## config.mk

```make
export PLATFORM = sky130hd
export DESIGN_NAME = mult_product_accumulator
export DESIGN_NICKNAME = d
export VERILOG_FILES = /design/src/rtl/mult_product_accumulator.sv
export SDC_FILE = /design/constraint.sdc
export NUM_CORES = 1
export LEC_CHECK = 0
export BUFFER_PORTS_ARGS = -buffer_cell sky130_fd_sc_hd__buf_2
export CORE_MARGIN = 2
export CORE_UTILIZATION = 55
export DETAILED_ROUTE_END_ITERATION = 10
export PLACE_DENSITY = 0.89
export SYNTH_ARGS = -nofsm -noshare
export SYNTH_HDL_FRONTEND = slang
export SYNTH_SLANG_ARGS = --single-unit
```

## constraint.sdc

```tcl
create_clock -name clk -period 2.25 [get_ports clk]
set_clock_uncertainty 0.1 [all_clocks]
set_input_delay 0.1125 -clock clk [delete_from_list [all_inputs] [get_ports clk]]
set_output_delay 0.1125 -clock clk [all_outputs]
set_load 0.02 [all_outputs]
```

## src/rtl/mult_product_accumulator.sv

```systemverilog
// Multiply-accumulate stage behind the 4x4 array multiplier: sums a batch of 8-bit products.
// Optional build macro MULT_ACC_SATURATE_EN clamps the sum at 2^ACC_W-1 instead of wrapping.
module mult_product_accumulator #(
   parameter int unsigned ACC_W = 16,
   parameter int unsigned LEN_W = 4
) (
   input  logic             clk,
   input  logic             rst,
   input  logic             clear,
   input  logic [LEN_W-1:0] acc_len,
   input  logic             in_valid,
   output logic             in_ready,
   input  logic [7:0]       prod,
   output logic             out_valid,
   input  logic             out_ready,
   output logic [ACC_W-1:0] acc_out,
   output logic             overflow,
   output logic             busy
);

   localparam int unsigned SUM_W = ACC_W + 1;

   typedef enum logic [1:0] {
      IDLE  = 2'd0,
      ACCUM = 2'd1,
      HOLD  = 2'd2
   } state_t;

   state_t           state;
   logic [LEN_W-1:0] cnt;
   logic [LEN_W-1:0] len;
   logic [LEN_W-1:0] eff_len;
   logic [SUM_W-1:0] sum;
   logic [ACC_W-1:0] next_acc;
   logic             carry;
   logic             in_xfer;

   // A zero length request still forms a batch of one product.
   assign eff_len = (acc_len == '0) ? LEN_W'(1) : acc_len;

   assign in_ready = (state != HOLD);
   assign in_xfer  = in_valid & in_ready;

   always_comb begin
      sum   = {1'b0, acc_out} + SUM_W'(prod);
      carry = sum[ACC_W];
`ifdef MULT_ACC_SATURATE_EN
      next_acc = carry ? {ACC_W{1'b1}} : sum[ACC_W-1:0];
`else
      next_acc = sum[ACC_W-1:0];
`endif
   end

   // Batch control; clear outranks both handshakes.
   always_ff @(posedge clk or posedge rst) begin
      if (rst) begin
         state     <= IDLE;
         acc_out   <= '0;
         overflow  <= 1'b0;
         cnt       <= '0;
         len       <= '0;
         out_valid <= 1'b0;
         busy      <= 1'b0;
      end else if (clear) begin
         state     <= IDLE;
         acc_out   <= '0;
         overflow  <= 1'b0;
         cnt       <= '0;
         out_valid <= 1'b0;
         busy      <= 1'b0;
      end else begin
         case (state)
            IDLE: begin
               if (in_xfer) begin
                  acc_out  <= ACC_W'(prod);
                  cnt      <= LEN_W'(1);
                  len      <= eff_len;
                  overflow <= 1'b0;
                  busy     <= 1'b1;
                  if (eff_len == LEN_W'(1)) begin
                     state     <= HOLD;
                     out_valid <= 1'b1;
                  end else begin
                     state <= ACCUM;
                  end
               end
            end
            ACCUM: begin
               if (in_xfer) begin
                  acc_out  <= next_acc;
                  overflow <= overflow | carry;
                  cnt      <= cnt + LEN_W'(1);
                  if (cnt + LEN_W'(1) == len) begin
                     state     <= HOLD;
                     out_valid <= 1'b1;
                  end
               end
            end
            HOLD: begin
               if (out_ready) begin
                  state     <= IDLE;
                  out_valid <= 1'b0;
                  busy      <= 1'b0;
               end
            end
            default: begin
               state     <= IDLE;
               out_valid <= 1'b0;
               busy      <= 1'b0;
            end
         endcase
      end
   end

endmodule

```

==> impl_results.md, run 1 <==
- Status: completed
- CTS Buffer Depth: 2
- Pwr per Cell Area: around 900 mW/mm^2
- Sequential share of power: 36.6%
- Slowest cell delay on critical path: about 390 ps
- CP max stage cell: dfrtp_1
- Setup violations, final: 0
- Total power: ~2.1 mW
- Via Count: approximately 1700
- Hold-critical path depth: 3
- Post-synth ARST share: 100%
- Setup crit end kind: flip-flop
- Distinct cells, synth: 46
- Total I/O pin count: 37
- Drt drc: 0
- CP Max Fanout: 3
- Gate Count Post-Synth: 203
- Row cnt: 21
- P_sw: 0.861 mW
- H-tree depth: 2
- Gr usage total: between 20 and 25%
- Fin crit share: a little over nine tenths
- Lkg Pwr: between 1 and 1.5 nW
- CP Data Arrival Time: 2260 ps
- Largest net degree at the start of global routing: 30
- Gpl congestion: 0.837
- Layout cells sized above 1: roughly a quarter
- Crit Path Class: reg -> reg
- Via count of the first global-routing pass: ~1700
- Drt pass-1 iters: 4
- RSZ-0062 raised after global routing: true
- CTS tree: yes
- Final setup TNS: 0 ps
- Antenna diode count: 0
- EDFF count, synth: 0
- CP cell instances: ha_1 > fa_2 > a21o_1 > a221oi_4 > buf_4 > xor2_1 > o221ai_1
- Max-Cap Viols: 0
- DR iter-0 viols: 87
- Fin. Hold Viols: 0
- Max Freq: 467 MHz
- TritonCTS Buffers: 5
- Clock Power Share: 18.1%
- Die W: between 60 and 70 microns
- Initial core utilization: 56.6%
- Synth Net Count: 230
- Initial antenna violation count: 0
- Avg WL per Cell: around 15 microns
- Setup WS pre-CTS: 21.7 ps
- Remaining Overflow, GRT: 0
- Yosys Warn Count: 0
- Clk slew on worst S/H paths: approximately 90 ps
- Input/output buffers: 36
- Core box area: 0.00328 sq mm
- Fin crit period: ~2100 ps
- Final wirelength: about 4.5 mm
- CP Launch Type: flip-flop
- Nets: between 200 and 300
- Worst-skew pair later-pin latency: 340 ps
- Layout area overhead: 23.7%
- Fin util: between 70% and 80%
- ANT nets after route: 0
- Global-route wire length before repair: between 7 and 8 mm
- VDD IR max: 0.414 mV
- Synth Register Bits: 29
- Most used DFF post-synth: dfrtp_1
- Vias per cell: ~5.8
- Fillers: 260
- Comb power frac: 45.2%
- Die H: 62.2 microns
- Synthesized cell area: 0.00186 sq mm
- WP data required: approximately 2400 ps
- Final Slew Violations: 0
- Int Pwr: between 1 and 1.5 mW
- Final worst setup slack: 107 ps
- Clock sinks: 29
- Hold Crit Class: in -> reg
- Slew margin rel.: between 50% and 60%
- Slew @ Worst Pin: 686 ps
- Register area share after synthesis: approximately two fifths
- Net Sw Frac: 41.7%
- Die area: about 0.0039 sq mm
- R2R depth: 7
- Hold Slack: approximately 1.5 ps
- HPWL after DPL: approximately 3 mm
- CTS Root Cell: clkbuf_4
- Mapped Avg Cell Area: approximately 9.2 sq um
[metal layers]
metal / vias to the layer above / track usage [%] / wire (microns) / share of wire [%]
met3: 7 / 5.98 / 256 / 5.6
met4: 0 / 9.17 / 65 / 1.4
met2: 55 / 42.7 / 2210 / 49
met1: 835 / 30.7 / 2000 / 44
li1: 844 / - / - / -
met5: - / 0 / 0 / 0
[registers in the layout, indices dropped and copies added (netlist names)]
signal / flops
acc_out: 16
busy: 1
cnt: 4
len: 4
out_valid: 1
overflow: 1
state: 2
[cell type report]
cell class	instances	area, sq um	area share (%)
multi-input cells	160	1100	47.7
flip-flops and latches	29	726	31.5
repair buffers	52	328	14.2
clock buffers	7	65.1	2.83
well taps	46	57.6	2.50
inverters	6	22.5	0.979
clock inverters	1	5.00	0.218
[per-stage QoR]
stage	area, sq um	std cells
2_1_floorplan	1860	203
5_1_grt	2300	301
3_3_place_gp	2090	281
6_report	2300	301
3_5_place_dp	2090	281
4_1_cts	2280	300
[worst max-delay path, delay by kind of cell, from the launching register on]
| family | cells | cell delay, ps |
|---|---|---|
| xor gates and xnor gates | 1 | 140 |
| DFF | 1 | 390 |
| AOI/OAI and AO/OA | 3 | 640 |
| adders and majority gates | 2 | 560 |
| buffers and inverters | 1 | 170 |
[cells in the final DEF, fill, tap and decap left out, drive strengths merged, types with 2 or more instances in the layout]
cell type    instances
a21o                 4
a21oi               11
a31oi                3
and3                 3
buf                 41
clkbuf               7
dfrtp               29
dlygate4sd3         11
ha                   9
inv                  6
mux2                 3
mux2i                3
nand2               29
nand2b               3
nand3               11
nand4                4
nor2                17
nor3                 4
o211ai               2
o21ai               15
o221ai               6
o311ai               3
or3                  2
or4                  3
xnor2                5
xor2                 7
[cell usage after synthesis (all sizes together), types with 3 or more instances]
library cell  count  area [sq um]
a21o              4          30.0
a21oi            11          58.8
a31oi             3          18.8
and3              3          18.8
buf               3          17.5
clkbuf            5          20.0
dfrtp            29           726
ha                9           113
inv               6          22.5
mux2              3          33.8
mux2i             3          30.0
nand2            29           109
nand2b            3          28.8
nand3            11          60.1
nand4             4          25.0
nor2             17          71.3
nor3              4          20.0
o21ai            15          75.1
o221ai            6          52.6
o311ai            3          26.3
or4               3          22.5
xnor2             5          43.8
xor2              7          61.3
[cell families after synthesis]
group           Yosys count  share of synthesized area (%)
flops                    29                           39.0
xor+xnor                 12                           5.65
fa+ha+maj                10                           7.13
buf+inv                  14                           3.23
mux                       6                           3.43
simple gates             78                           20.4
compound gates           54                           21.1
[power by group through the flow]
stage          Combinational [mW]  Sequential [mW]  Clock, mW
3_5_place_dp                0.861            0.763          0
2_1_floorplan               0.606            0.797          0
4_1_cts                     0.896            0.753      0.381
3_3_place_gp                0.840            0.757          0
5_1_grt                      1.02            0.774      0.409
6_report                    0.934            0.756      0.374
[worst paths after layout]
path / startpoint / endpoint / slack [ps]
min in group asynchronous: rst / acc_out[0] / 270
max in group asynchronous: rst / acc_out[10] / 1490
worst max-delay path: acc_out[0] / acc_out[6] / 110
worst min register to register: overflow / overflow / 410
worst max register to register: acc_out[0] / acc_out[6] / 110
worst min-delay path: prod[0] / acc_out[0] / 2
[what timing repair did]
action | in CTS | in global routing
endpoints found under the setup margin | 3 | 9
resized for setup | 1 | 5
setup buffers | 0 | 1
hold buffers | 11 | 0
endpoints found under the hold margin | 39 | 0
pin swaps | 0 | 2
No activity file was read; power rests on OpenSTA's default activity.
==> run 2, diff against run 1 <==
- CORE_ASPECT_RATIO: not set -> 0.7
==> impl_results.md, run 2 (same netlist as run 1, synthesis figures left out) <==
- Status: completed (unchanged)
- Gr usage total: 26.3% (was 24.9%)
- Via count of the first global-routing pass: 1616 (was 1657)
- VDD IR max: 0.733 mV (was 0.414 mV)
- Total I/O pin count: 37 (unchanged)
- Initial core utilization: 58.3% (was 56.6%)
- Fin crit share: 98.1% (was 95.2%)
- Fin crit period: 2210 ps (was 2140 ps)
- Registers with the most flip-flops: acc_out: 16 flops, cnt: 4 flops, len: 4 flops (unchanged)
- Layout cells sized above 1: 24.3% (was 25.1%)
- Remaining Overflow, GRT: 0 (unchanged)
- Slew margin rel.: 55.3% (was 54.3%)
- Via Count: 1721 (was 1741)
- Final worst setup slack: 43.3 ps (was 107 ps)
- CP Launch Type: flip-flop (unchanged)
- Clk slew on worst S/H paths: 60 ps (was 90 ps)
- FF-to-FF Start: acc_out[4] (was acc_out[0])
- Avg WL per Cell: 16.2 microns (was 15.1 microns)
- Drt pass-1 iters: 4 (unchanged)
- Lkg Pwr: 1.06 nW (was 1.09 nW)
- Input/output buffers: 36 (unchanged)
- Initial antenna violation count: 0 (unchanged)
- CTS Buffer Depth: 2 (unchanged)
- Drt drc: 0 (unchanged)
- Nets: 274 (was 281)
- Fin util: 70.0% (was 70.1%)
- Crit Path Class: reg -> reg (unchanged)
- Post-CTS setup buffer count: 0 (unchanged)
- Slew @ Worst Pin: 670 ps (was 686 ps)
- CTS Root Cell: clkbuf_8 (was clkbuf_4)
- Die H: 52.7 microns (was 62.2 microns)
- WP data required: 2300 ps (was 2360 ps)
- Clock sinks: 29 (unchanged)
- H-tree depth: 2 (unchanged)
- Row cnt: 17 (was 21)
- Min-delay src: acc_len[0] (was prod[0])
- Biggest register: acc_out (unchanged)
- Crit path from: acc_out[4] (was acc_out[0])
- Layout area overhead: 20.1% (was 23.7%)
- Pwr per Cell Area: 945 mW/mm^2 (was 897 mW/mm^2)
- Vias per cell: 6.04 (was 5.78)
- ANT nets after route: 0 (unchanged)
- Antenna diode count: 0 (unchanged)
- Cell area after placement: 0.00208 sq mm (was 0.00209 sq mm)
- Gpl congestion: 0.880 (was 0.837)
- HPWL after DPL: 3.21 mm (was 3.09 mm)
- Largest net degree at the start of global routing: 30 (unchanged)
- Core box area: 0.00319 sq mm (was 0.00328 sq mm)
- Die area: 0.00387 sq mm (was 0.00386 sq mm)
- R2r endpoint: acc_out[7] (was acc_out[6])
- Design area: 0.00223 sq mm (was 0.00230 sq mm)
- Fin. Hold Viols: 0 (unchanged)
- Hold Crit Class: in -> reg (unchanged)
- Max Freq: 453 MHz (was 467 MHz)
- Final wirelength: 4.61 mm (was 4.53 mm)
- Max reg flops: 16 (unchanged)
- DR iter-0 viols: 89 (was 87)
- TritonCTS Buffers: 5 (unchanged)
- Max-Cap Viols: 0 (unchanged)
- Final Slew Violations: 0 (unchanged)
- Setup violations, final: 0 (unchanged)
- Setup crit end kind: flip-flop (unchanged)
- Worst setup path end: acc_out[7] (was acc_out[6])
- R2R depth: 6 (was 7)
- R2R Setup Slk: 40 ps (was 110 ps)
- Final setup TNS: 0 ps (unchanged)
- Commonest non-fill, non-tap cells in the layout: buf_2 (36), nand2_1 (29), dfrtp_1 (29) (unchanged)
- CTS tree: yes (unchanged)
- CP Max Fanout: 6 (was 3)
- Global-route wire length before repair: 7.47 mm (was 7.63 mm)
- Worst-skew pair later-pin latency: 290 ps (was 340 ps)
- Leading cell type in the layout, fill and taps excluded: buf_2 (unchanged)
- CP Data Arrival Time: 2260 ps (about the same)
- Setup WS pre-CTS: 4.23 ps (was 21.7 ps)
- Die W: 73.5 microns (was 62.2 microns)
## run 2: cell count changes in the layout (fill, tap and decap cells not counted), sizes merged
cell         previous run  this run
clkinv                  1         0
dlygate4sd3            11         5
buf                    41        40
## run 2: repair_timing
| action | in CTS | in global routing |
|---|---|---|
| setup endpoints to repair | 1 | 5 |
| resized for setup | 0 | 5 |
| pin swaps | 2 | 3 |
| hold endpoints to repair | 33 | 0 |
| hold buffers | 5 | 0 |
## run 2: per-layer routing
layer / routed length (microns) / global-route usage (%) / share of wire [%]
met5: 0 / 0 / 0
met4: 127 / 11.5 / 2.8
met3: 342 / 6.15 / 7.4
met2: 2000 / 41.7 / 43
met1: 2130 / 34.5 / 46
## run 2: critical path, cell delays in order (launching register included)
cell and delay, ps:
dfrtp_1 390, ha_1 360, a211oi_1 340, nor2_1 120
nor3_1 320, xor2_1 280, o221ai_1 160
## run 2: cell type report
cell class | instances | area [sq um]
multi-input combinational | 160 | 1090
fill | 249 | 956
sequential | 29 | 726
timing repair buffer | 45 | 260
clock buffer | 7 | 86.3
tap | 38 | 47.5
inverter | 6 | 22.5
## run 2: worst min path at each step
stage	end	slack, ps	depth (start not counted)
6_report	len[0]	30	3
4_1_cts	len[0]	20	3
5_1_grt	cnt[3]	40	2
2_1_floorplan	acc_out[0]	90	1
3_5_place_dp	out_valid	100	3
3_3_place_gp	state[0]	100	3
## run 2: where the power goes
part	leakage [nW]	switching (mW)	internal [mW]
clock	0.0443	0.195	0.242
sequential	0.384	0.118	0.635
combinational	0.637	0.551	0.372
## run 2: through the flow
step	hold WS, ps	power [mW]	std cells
global placement	97.4	1.60	273
CTS	18.4	2.08	285
global route	41.9	2.25	285
floorplan	90.6	1.40	203
finish	25.6	2.11	285
detailed placement	102	1.63	273
